`config.mk`:
```
export PLATFORM = sky130hd
export DESIGN_NAME = arcade_input_mapper
export DESIGN_NICKNAME = d
export VERILOG_FILES = /design/src/rtl/arcade_input_mapper.sv
export SDC_FILE = /design/constraint.sdc
export NUM_CORES = 1
export LEC_CHECK = 0
export BUFFER_PORTS_ARGS = -buffer_cell sky130_fd_sc_hd__buf_2
export CAP_MARGIN = 20
export CORE_MARGIN = 4
export CORE_UTILIZATION = 58
export CTS_CLUSTER_SIZE = 14
export DETAILED_ROUTE_END_ITERATION = 8
export MAX_ROUTING_LAYER = met4
export PLACE_DENSITY = 0.8
export SLEW_MARGIN = 10
export SYNTH_ARGS = -nofsm -noshare
export SYNTH_HDL_FRONTEND = slang
export SYNTH_SLANG_ARGS = --single-unit
export TNS_END_PERCENT = 100
```
`constraint.sdc`:
```
create_clock -name clk_sys -period 2.5 [get_ports clk_sys]
set_input_delay 0.375 -clock clk_sys [delete_from_list [all_inputs] [get_ports clk_sys]]
set_output_delay 0.375 -clock clk_sys [all_outputs]
set_load 0.02 [all_outputs]
```
`src/rtl/arcade_input_mapper.sv`:
```
// Player-input front end for arcade cores: PS/2 key decode merged with MiSTer joysticks,
// screen-rotation remap, opposing-direction cleanup, coin stretching and autofire.
module arcade_input_mapper #(
    parameter int PLAYERS      = 2,
    parameter int BUTTONS      = 4,
    parameter int COIN_PULSE   = 240000,
    parameter int AUTOFIRE_DIV = 600000,
    parameter int SOCD_CLEAN   = 1
) (
    input  logic                         clk_sys,
    input  logic                         reset,
    input  logic [10:0]                  ps2_key,
    input  logic [16*PLAYERS-1:0]        joystick,
    input  logic [1:0]                   rotate,
    input  logic [PLAYERS-1:0]           autofire_en,
    output logic [4*PLAYERS-1:0]         dir,
    output logic [BUTTONS*PLAYERS-1:0]   btn,
    output logic [PLAYERS-1:0]           start,
    output logic [PLAYERS-1:0]           coin,
    output logic                         service
);

    localparam int AF_W   = $clog2(AUTOFIRE_DIV);
    localparam int COIN_W = (COIN_PULSE > 0) ? $clog2(COIN_PULSE + 1) : 1;
    localparam logic [AF_W-1:0]   AF_LAST   = AF_W'(AUTOFIRE_DIV - 1);
    localparam logic [COIN_W-1:0] COIN_LOAD = COIN_W'(COIN_PULSE);

    logic       old_toggle;
    logic       ps2_event;
    logic       pressed;
    logic       ext;
    logic [7:0] code;

    logic [3:0] key_dir   [2];
    logic [3:0] key_btn   [2];
    logic [1:0] key_start [2];
    logic [1:0] key_coin;
    logic       key_service;

    logic [4*PLAYERS-1:0]       dir_next;
    logic [BUTTONS*PLAYERS-1:0] btn_next;
    logic [PLAYERS-1:0]         raw_start;
    logic [PLAYERS-1:0]         raw_coin;

    assign ps2_event = (old_toggle != ps2_key[10]);
    assign pressed   = ps2_key[9];
    assign ext       = ps2_key[8];
    assign code      = ps2_key[7:0];

    // Each start has two alternative keys, kept separately so releasing one does not drop the other.
    always_ff @(posedge clk_sys) begin
        old_toggle <= ps2_key[10];
        if (reset) begin
            for (int i = 0; i < 2; i++) begin
                key_dir[i]   <= '0;
                key_btn[i]   <= '0;
                key_start[i] <= '0;
            end
            key_coin    <= '0;
            key_service <= 1'b0;
        end else if (ps2_event) begin
            case (code)
                8'h75: key_dir[0][3] <= pressed;
                8'h72: key_dir[0][2] <= pressed;
                8'h6B: key_dir[0][1] <= pressed;
                8'h74: key_dir[0][0] <= pressed;
                8'h14: key_btn[0][0] <= pressed;
                8'h11: key_btn[0][1] <= pressed;
                default: begin
                    if (!ext) begin
                        case (code)
                            8'h29: key_btn[0][2]   <= pressed;
                            8'h12: key_btn[0][3]   <= pressed;
                            8'h16: key_start[0][0] <= pressed;
                            8'h05: key_start[0][1] <= pressed;
                            8'h2E: key_coin[0]     <= pressed;
                            8'h2D: key_dir[1][3]   <= pressed;
                            8'h2B: key_dir[1][2]   <= pressed;
                            8'h23: key_dir[1][1]   <= pressed;
                            8'h34: key_dir[1][0]   <= pressed;
                            8'h1C: key_btn[1][0]   <= pressed;
                            8'h1B: key_btn[1][1]   <= pressed;
                            8'h15: key_btn[1][2]   <= pressed;
                            8'h1D: key_btn[1][3]   <= pressed;
                            8'h1E: key_start[1][0] <= pressed;
                            8'h06: key_start[1][1] <= pressed;
                            8'h36: key_coin[1]     <= pressed;
                            8'h2C: key_service     <= pressed;
                            default: ;
                        endcase
                    end
                end
            endcase
        end
    end

    for (genvar p = 0; p < PLAYERS; p++) begin : g_player
        logic [15:0]        joy;
        logic [3:0]         k_dir;
        logic [BUTTONS-1:0] k_btn;
        logic               k_start;
        logic               k_coin;
        logic [3:0]         raw_dir;
        logic [BUTTONS-1:0] raw_btn;
        logic [3:0]         rot_dir;
        logic [3:0]         clean_dir;
        logic [BUTTONS-1:0] btn_p;
        logic               unused_bits;

        assign joy         = joystick[16*p +: 16];
        assign unused_bits = ^joy[15:6+BUTTONS];

        if (p < 2) begin : g_keys
            assign k_dir   = key_dir[p];
            assign k_btn   = key_btn[p][BUTTONS-1:0];
            assign k_start = |key_start[p];
            assign k_coin  = key_coin[p];
        end else begin : g_no_keys
            assign k_dir   = '0;
            assign k_btn   = '0;
            assign k_start = 1'b0;
            assign k_coin  = 1'b0;
        end

        assign raw_dir      = k_dir | joy[3:0];
        assign raw_btn      = k_btn | joy[4 +: BUTTONS];
        assign raw_start[p] = k_start | joy[4+BUTTONS];
        assign raw_coin[p]  = k_coin | joy[5+BUTTONS];

        // Nibble layout is {up, down, left, right}; cleanup runs on the rotated directions.
        always_comb begin
            case (rotate)
                2'd1:    rot_dir = {raw_dir[1], raw_dir[0], raw_dir[2], raw_dir[3]};
                2'd2:    rot_dir = {raw_dir[2], raw_dir[3], raw_dir[0], raw_dir[1]};
                2'd3:    rot_dir = {raw_dir[0], raw_dir[1], raw_dir[3], raw_dir[2]};
                default: rot_dir = raw_dir;
            endcase
            clean_dir = rot_dir;
            if (SOCD_CLEAN != 0) begin
                if (rot_dir[3] && rot_dir[2]) clean_dir[3:2] = 2'b00;
                if (rot_dir[1] && rot_dir[0]) clean_dir[1:0] = 2'b00;
            end
        end

        assign dir_next[4*p +: 4] = clean_dir;

        logic [AF_W-1:0] af_cnt;
        logic [AF_W-1:0] af_cnt_next;
        logic            af_phase;
        logic            af_phase_next;
        logic            af_prev;

        // A fresh press restarts the burst in the firing phase so the first shot is immediate.
        always_comb begin
            af_cnt_next   = af_cnt;
            af_phase_next = af_phase;
            if (!raw_btn[0] || !autofire_en[p] || !af_prev) begin
                af_cnt_next   = '0;
                af_phase_next = 1'b1;
            end else if (af_cnt == AF_LAST) begin
                af_cnt_next   = '0;
                af_phase_next = ~af_phase;
            end else begin
                af_cnt_next   = af_cnt + 1'b1;
            end
        end

        always_ff @(posedge clk_sys) begin
            if (reset) begin
                af_cnt   <= '0;
                af_phase <= 1'b1;
                af_prev  <= 1'b0;
            end else begin
                af_cnt   <= af_cnt_next;
                af_phase <= af_phase_next;
                af_prev  <= raw_btn[0];
            end
        end

        always_comb begin
            btn_p    = raw_btn;
            btn_p[0] = autofire_en[p] ? (raw_btn[0] & af_phase_next) : raw_btn[0];
        end

        assign btn_next[BUTTONS*p +: BUTTONS] = btn_p;

        if (COIN_PULSE == 0) begin : g_coin_pass
            logic coin_q;
            always_ff @(posedge clk_sys) begin
                if (reset) coin_q <= 1'b0;
                else       coin_q <= raw_coin[p];
            end
            assign coin[p] = coin_q;
        end else begin : g_coin_pulse
            logic [COIN_W-1:0] coin_cnt;
            logic              coin_prev;
            // Only an edge seen while idle starts a pulse; holding or re-pressing never extends it.
            always_ff @(posedge clk_sys) begin
                if (reset) begin
                    coin_cnt  <= '0;
                    coin_prev <= 1'b0;
                end else begin
                    coin_prev <= raw_coin[p];
                    if (coin_cnt == '0) begin
                        if (raw_coin[p] && !coin_prev) coin_cnt <= COIN_LOAD;
                    end else begin
                        coin_cnt <= coin_cnt - 1'b1;
                    end
                end
            end
            assign coin[p] = (coin_cnt != '0);
        end
    end

    always_ff @(posedge clk_sys) begin
        if (reset) begin
            dir     <= '0;
            btn     <= '0;
            start   <= '0;
            service <= 1'b0;
        end else begin
            dir     <= dir_next;
            btn     <= btn_next;
            start   <= raw_start;
            service <= key_service;
        end
    end

endmodule

```
==> reports/qor.csv, run 1 <==
metric,value,unit
TritonCTS buffer count,17,
Core Region,9729,sq um
io pins,70,
Worst Setup Start Kind,flip-flop,
final period utilization,1.094,
Synth Area in Adders,0.008701,
power density over the cells,1048,nW/um^2
GP Congestion,0.9267,
GR Layer Usage met1,0.2845,
slowest library cell on the worst path,or4_4,
Final Max Tran Viols,0,
Compound-Gate Fraction of Synth Area,0.1105,
vias in the first global route,5043,
post-synthesis mux area share,0.02284,
Post-synth top flop,dfxtp_1,
worst path bufs/invs,1,
Max Cap Viol,0,
Detail Placement HPWL,9398,um
most area-consuming cells after synthesis,"dfxtp_1, edfxtp_1, nor2_1",
Synth cell types,59,
H-tree depth,4,
Skew-Pair Late Insertion Delay,0.52,ns
Fin Clk Skew,0.01110,ns
fmax,365.6,MHz
die area,11570,sq um
Post-synth EDFFs,20,
Yosys reg bits,125,
Mapped Area,5752,sq um
CTS tree,done,
DRT antenna net count,0,
most frequent cell after synthesis,dfxtp_1,
Synth top cells by count,"dfxtp_1, nor2_1, nand2_1",
IO buf count,57,
Clock Path Buffers,2,
Period minus WS final,2.735,ns
Crit path largest cell delay,0.53,ns
die height,107.6,um
vias per inst,5.857,
Worst Path Arrival,2.36,ns
main combinational cell family by area after synthesis,simple AND/OR/NAND/NOR gates,
global-route wire length before repair,22860,um
Initial Util,0.5912,
violated checks,setup timing,
met3 usage,0.05879,
VDD IR max,615.8,uV
Routed Wire Length,13570,um
largest net degree at the start of global routing,29,
GRT Residual Overflow,0,
"Net Count, Synth",684,
first-pass detailed-route iteration total,5,
Synthesis Warnings,0,
DRC viols,0,
GRT Overall Usage,0.2510,
Worst Path Required,2.12,ns
Hold Slack,0.06013,ns
via count,5008,
crit-path max FO,2,
Layout Area Growth over Synthesis,20.77,%
Simple-Gate Fraction of Synth Area,0.2845,
worst slew pin tran,0.6949,ns
area share of the largest cell type after synthesis,0.3655,
First DRT Iteration DRCs,282,
Tot Pwr,7282,uW
Pleak,0.002717,uW
RSZ-0062 raised after global routing,true,
hold crit path type,primary input to flip-flop,
post-synthesis sequential area ratio,0.4699,
DIE WIDTH,107.6,um
Worst Setup Path Type,flip-flop to primary output,
final hold vios,0,
share of cells above drive strength 1,0.2161,
clk sinks,125,
# rows,36,
met2 GRT Util,0.4454,
crit-path cells,or4_4 -> or4b_4 -> or3_4 -> buf_6,
"Setup violations, final",1,
post-synth top area cell,dfxtp_1,
Antenna Cells,0,
Max-slew headroom,0.5324,
syn_area_per_cell,9.115,sq um
Final WS setup,-0.2351,ns
DP Area,6232,sq um
busiest grt layer,met2,
root buffer cell,clkbuf_8,
outcome,finished with violations,
endpoint class of the critical path,primary output,
"Reg clk slew, reported paths",0.06,ns
Post-Synthesis Cells,631,
"FFs w/ async S/R, synth",0,
"delay-heaviest family, CP",simple AND/OR/NAND/NOR gates,
initial antenna violation count,0,
nets,762,
routed length per instance,15.87,um
Synth Area in XOR/XNOR,0.07918,
fin area,6947,sq um
final design utilization,0.7140,
-- routing by layer --
metal | up-vias | wire length [um]
li1 | 2429 | -
met1 | 2390 | 5506
met2 | 170 | 7149
met3 | 19 | 748
met4 | 0 | 165
met5 | - | 0
-- report_power, final --
group	total, uW	internal (uW)	switching, uW
logic	2430	1150	1280
clock network	2310	1320	993
registers	2540	2300	242
total	7280	4770	2510
-- final cells by class --
type                    count  area, sq um
fillers                   737         2783
well taps                 133        166.4
inverters                   7        26.28
multi-input cells         471         2955
clock inverters            14        122.6
clock buffers              18        439.2
repair buffers             87        525.5
flip-flops and latches    125         2711
-- sequential cells by signal, summed over array words and instances, names as in the netlist --
signal / count
g_player.g_coin_pulse.coin_prev: 2
dir: 8
key_btn: 8
start: 2
key_service: 1
service: 1
key_coin: 2
btn: 8
g_player.af_prev: 2
key_start: 4
g_player.g_coin_pulse.coin_cnt: 36
g_player.af_phase: 2
g_player.af_cnt: 40
old_toggle: 1
key_dir: 8
-- cell usage in the layout (no fill, tap or decap), types with 7 or more instances in the layout --
master     Yosys  routed
nor2_1       104     104
dfxtp_1      105     100
buf_2          1      55
nand2_1       35      34
nor3_1        33      33
xor2_1        31      31
a21oi_1       31      31
buf_4          0      29
nand3_1       27      27
xnor2_1       21      21
edfxtp_1      20      20
clkbuf_16      0      17
nor3b_1       13      13
nor4_1        13      12
nand2b_1      12      12
and3_1        12      12
mux2i_1       12      12
or3_1         13      11
nand4_1       11      11
a31o_2         8       8
o21bai_1       7       7
a211oi_1       7       7
-- through the flow --
| step | TNS [ns] | std cells | worst slack, ns |
|---|---|---|---|
| 2_1_floorplan | 0 | 631 | 0.2052 |
| 4_1_cts | -0.2801 | 850 | -0.2801 |
| 3_5_place_dp | 0 | 812 | 0.1467 |
| 5_1_grt | -0.3306 | 855 | -0.2758 |
| 6_report | -0.2351 | 855 | -0.2351 |
| 3_3_place_gp | 0 | 812 | 0.1545 |
-- cell families (layout without fill, tap and decap cells) --
| family | Yosys count | after routing |
|---|---|---|
| mux | 13 | 13 |
| fa+ha+maj | 4 | 4 |
| simple gates | 312 | 312 |
| compound gates | 90 | 90 |
| xor+xnor | 52 | 52 |
| buf+inv | 35 | 126 |
| flops | 125 | 125 |
-- final timing paths --
path,startpoint,end,slack [ns],depth (start not counted)
setup / recovery,g_player[0].g_coin_pulse.coin_cnt[9]$_SDFFE_PP0P_,coin[0],-0.24,4
hold / removal,autofire_en[0],g_player[0].af_phase$_SDFF_PP1_,0.06,2
hold reg to reg,g_player[0].af_prev$_SDFF_PP0_,g_player[0].af_phase$_SDFF_PP1_,0.43,1
setup reg to reg,g_player[1].g_coin_pulse.coin_cnt[9]$_SDFFE_PP0P_,g_player[1].g_coin_pulse.coin_cnt[16]$_SDFFE_PP0P_,0.20,7
-- what timing repair did --
item	4_1_cts	5_1_grt
pin swaps	5	3
hold endpoints to repair	1	0
buffers inserted	5	5
hold buffers	1	0
gates resized for setup	11	10
cloned	0	0
endpoints found under the setup margin	2	2
(Power assumes the default switching activity.)
==> run 2, diff against run 1 <==
- SETUP_SLACK_MARGIN: not set -> 0.15
- SLEW_MARGIN: 10 -> 20
==> run 2 against run 1 <==
Against the previous run: the run ends with DRC, setup timing left; largest cell class unchanged; utilization up 0.27 points; sequential share of layout area is 0.15 points lower; global-route usage is 0.10 points higher; sequential power about the same; die area is the same; highest routed layer unchanged; first-iteration DRC count rose by 14%; combinational power grew 5%; flip-flop and latch count did not move.
==> reports/qor.csv, run 2 (synthesis gave the netlist of run 1 again) <==
metric,value,unit,change
"Setup violations, final",1,,unchanged
GRT Residual Overflow,0,,unchanged
TritonCTS buffer count,17,,unchanged
DP Area,6232,sq um,unchanged
Worst Setup Path Type,flip-flop to primary output,,
Final WS setup,-0.2369,ns,-0.001801 ns
"Reg clk slew, reported paths",0.06,ns,about the same
clk sinks,125,,unchanged
GP Congestion,0.9267,,unchanged
fin cells,857,,+0.23%
"commonest non-fill, non-tap cell in the layout",nor2_1,,
Final Max Tran Viols,0,,unchanged
die height,107.6,um,unchanged
Clock Path Buffers,2,,unchanged
final hold vios,0,,unchanged
DRC viols,1,,+1
placed cells,812,,unchanged
DRT antenna net count,0,,unchanged
Period minus WS final,2.737,ns,+0.001801 ns
Worst Path Arrival,2.36,ns,about the same
Detail Placement HPWL,9398,um,unchanged
setup TNS,-0.2369,ns,-0.001801 ns
global-route wire length before repair,22940,um,+0.33%
Largest regs,"g_player.af_cnt x40, g_player.g_coin_pulse.coin_cnt x36",,
Max-slew headroom,0.5530,,+0.02059
Hold Slack,0.06375,ns,+0.003611 ns
"Most flops, register",g_player.af_cnt,,
power density over the cells,1062,nW/um^2,+1.3%
violated checks,"DRC, setup timing",,
GRT Overall Usage,0.2521,,+0.001049
nets,764,,+0.26%
Filler cells,723,,-1.9%
H-tree depth,4,,unchanged
max reg flops,40,,unchanged
root buffer cell,clkbuf_8,,
hold crit path type,primary input to flip-flop,,
final period utilization,1.095,,about the same
io pins,70,,unchanged
largest net degree at the start of global routing,29,,unchanged
vias per inst,5.854,,about the same
first-pass detailed-route iteration total,8,,+3
DIE WIDTH,107.6,um,unchanged
CTS tree,done,,
outcome,finished with violations,,
VDD IR max,618.0,uV,+0.35%
vias in the first global route,5065,,+0.44%
worst slew pin tran,0.6612,ns,-0.03379 ns
initial antenna violation count,0,,unchanged
via count,5017,,+0.18%
fmax,365.4,MHz,about the same
IO buf count,57,,unchanged
Routed Wire Length,13720,um,+1.1%
crit-path max FO,2,,unchanged
Core Region,9729,sq um,unchanged
# rows,36,,unchanged
Worst Setup Start Kind,flip-flop,,
Skew-Pair Late Insertion Delay,0.51,ns,about the same
most frequent cells in the layout,"nor2_1, dfxtp_1, buf_2",,
Initial Util,0.5912,,unchanged
share of cells above drive strength 1,0.2251,,+0.009072
fin area,6973,sq um,+0.38%
routed length per instance,16.01,um,+0.89%
endpoint class of the critical path,primary output,,
RSZ-0062 raised after global routing,true,,
Layout Area Growth over Synthesis,21.23,%,
Worst Path Required,2.12,ns,about the same
Pleak,0.002728,uW,+0.42%
Fin Clk Skew,0.008859,ns,-0.002242 ns
Max Cap Viol,0,,unchanged
First DRT Iteration DRCs,321,,+14%
die area,11570,sq um,unchanged
Antenna Cells,0,,unchanged
Tot Pwr,7406,uW,+1.7%
-- run 2: cell count changes in the layout (fill, tap and decap cells not counted) --
| cell | change |
|---|---|
| or3b_4 | +1 |
| or3b_1 | -1 |
| nor3_2 | +1 |
| or4_4 | +1 |
| dfxtp_2 | +3 |
| dfxtp_1 | -2 |
| nor3_1 | -1 |
| buf_4 | +2 |
| or4_1 | -1 |
| dfxtp_4 | -1 |
-- run 2: final cells by class --
class,count,area [sq um],share of cell area
inverter,7,26.28,0.003768
tap,133,166.4,0.02387
clock buffer,18,439.2,0.06298
sequential,125,2711,0.3888
timing repair buffer,89,540.5,0.07752
multi-input combinational,471,2967,0.4254
clock inverter,14,122.6,0.01758
-- run 2: path summary, 6_finish.rpt --
check,depth (start not counted),start,end,slack (ns)
worst min register to register,1,g_player[0].af_prev$_SDFF_PP0_,g_player[0].af_phase$_SDFF_PP1_,0.43
worst max-delay path,4,g_player[0].g_coin_pulse.coin_cnt[9]$_SDFFE_PP0P_,coin[0],-0.24
worst min-delay path,2,autofire_en[0],g_player[0].af_phase$_SDFF_PP1_,0.06
worst max register to register,5,g_player[0].g_coin_pulse.coin_cnt[0]$_SDFFE_PP0P_,g_player[0].g_coin_pulse.coin_cnt[9]$_SDFFE_PP0P_,0.27
-- run 2: power by group --
part	internal (uW)	switching, uW	leakage, uW	total, uW
logic	1240	1310	0.00137	2550
registers	2300	250	0.00108	2550
clock network	1320	991	0.000279	2310
total	4860	2550	0.00273	7410
-- run 2: timing repair --
item	in CTS	in global routing
setup endpoints to repair	2	3
gates resized for setup	18	7
buffers inserted	7	5
hold buffers	1	0
endpoints found under the hold margin	1	0
pin swaps	7	3
-- run 2: metrics by stage --
stage / worst slack (ns) / util
finish: -0.2369 / 0.7167
global route: -0.2766 / 0.7167
CTS: -0.2801 / 0.7118
detailed placement: 0.1467 / 0.6406
global placement: 0.1545 / 0.6406
floorplan: 0.2052 / -
-- run 2: worst max-delay path, stage by stage, from the launching register on --
cell and delay, ns:
dfxtp_2 0.32, or4_4 0.53, or4b_4 0.51, or3_4 0.35, buf_6 0.14
-- run 2: metal layers --
| metal | part of all wire | up-vias | routed length, um | GRT usage |
|---|---|---|---|---|
| met5 | 0 | - | 0 | - |
| met4 | 0.016 | 0 | 215 | 0.06763 |
| met3 | 0.056 | 29 | 766 | 0.06059 |
| met2 | 0.52 | 180 | 7107 | 0.4458 |
| met1 | 0.41 | 2381 | 5634 | 0.2857 |
| li1 | - | 2427 | - | - |
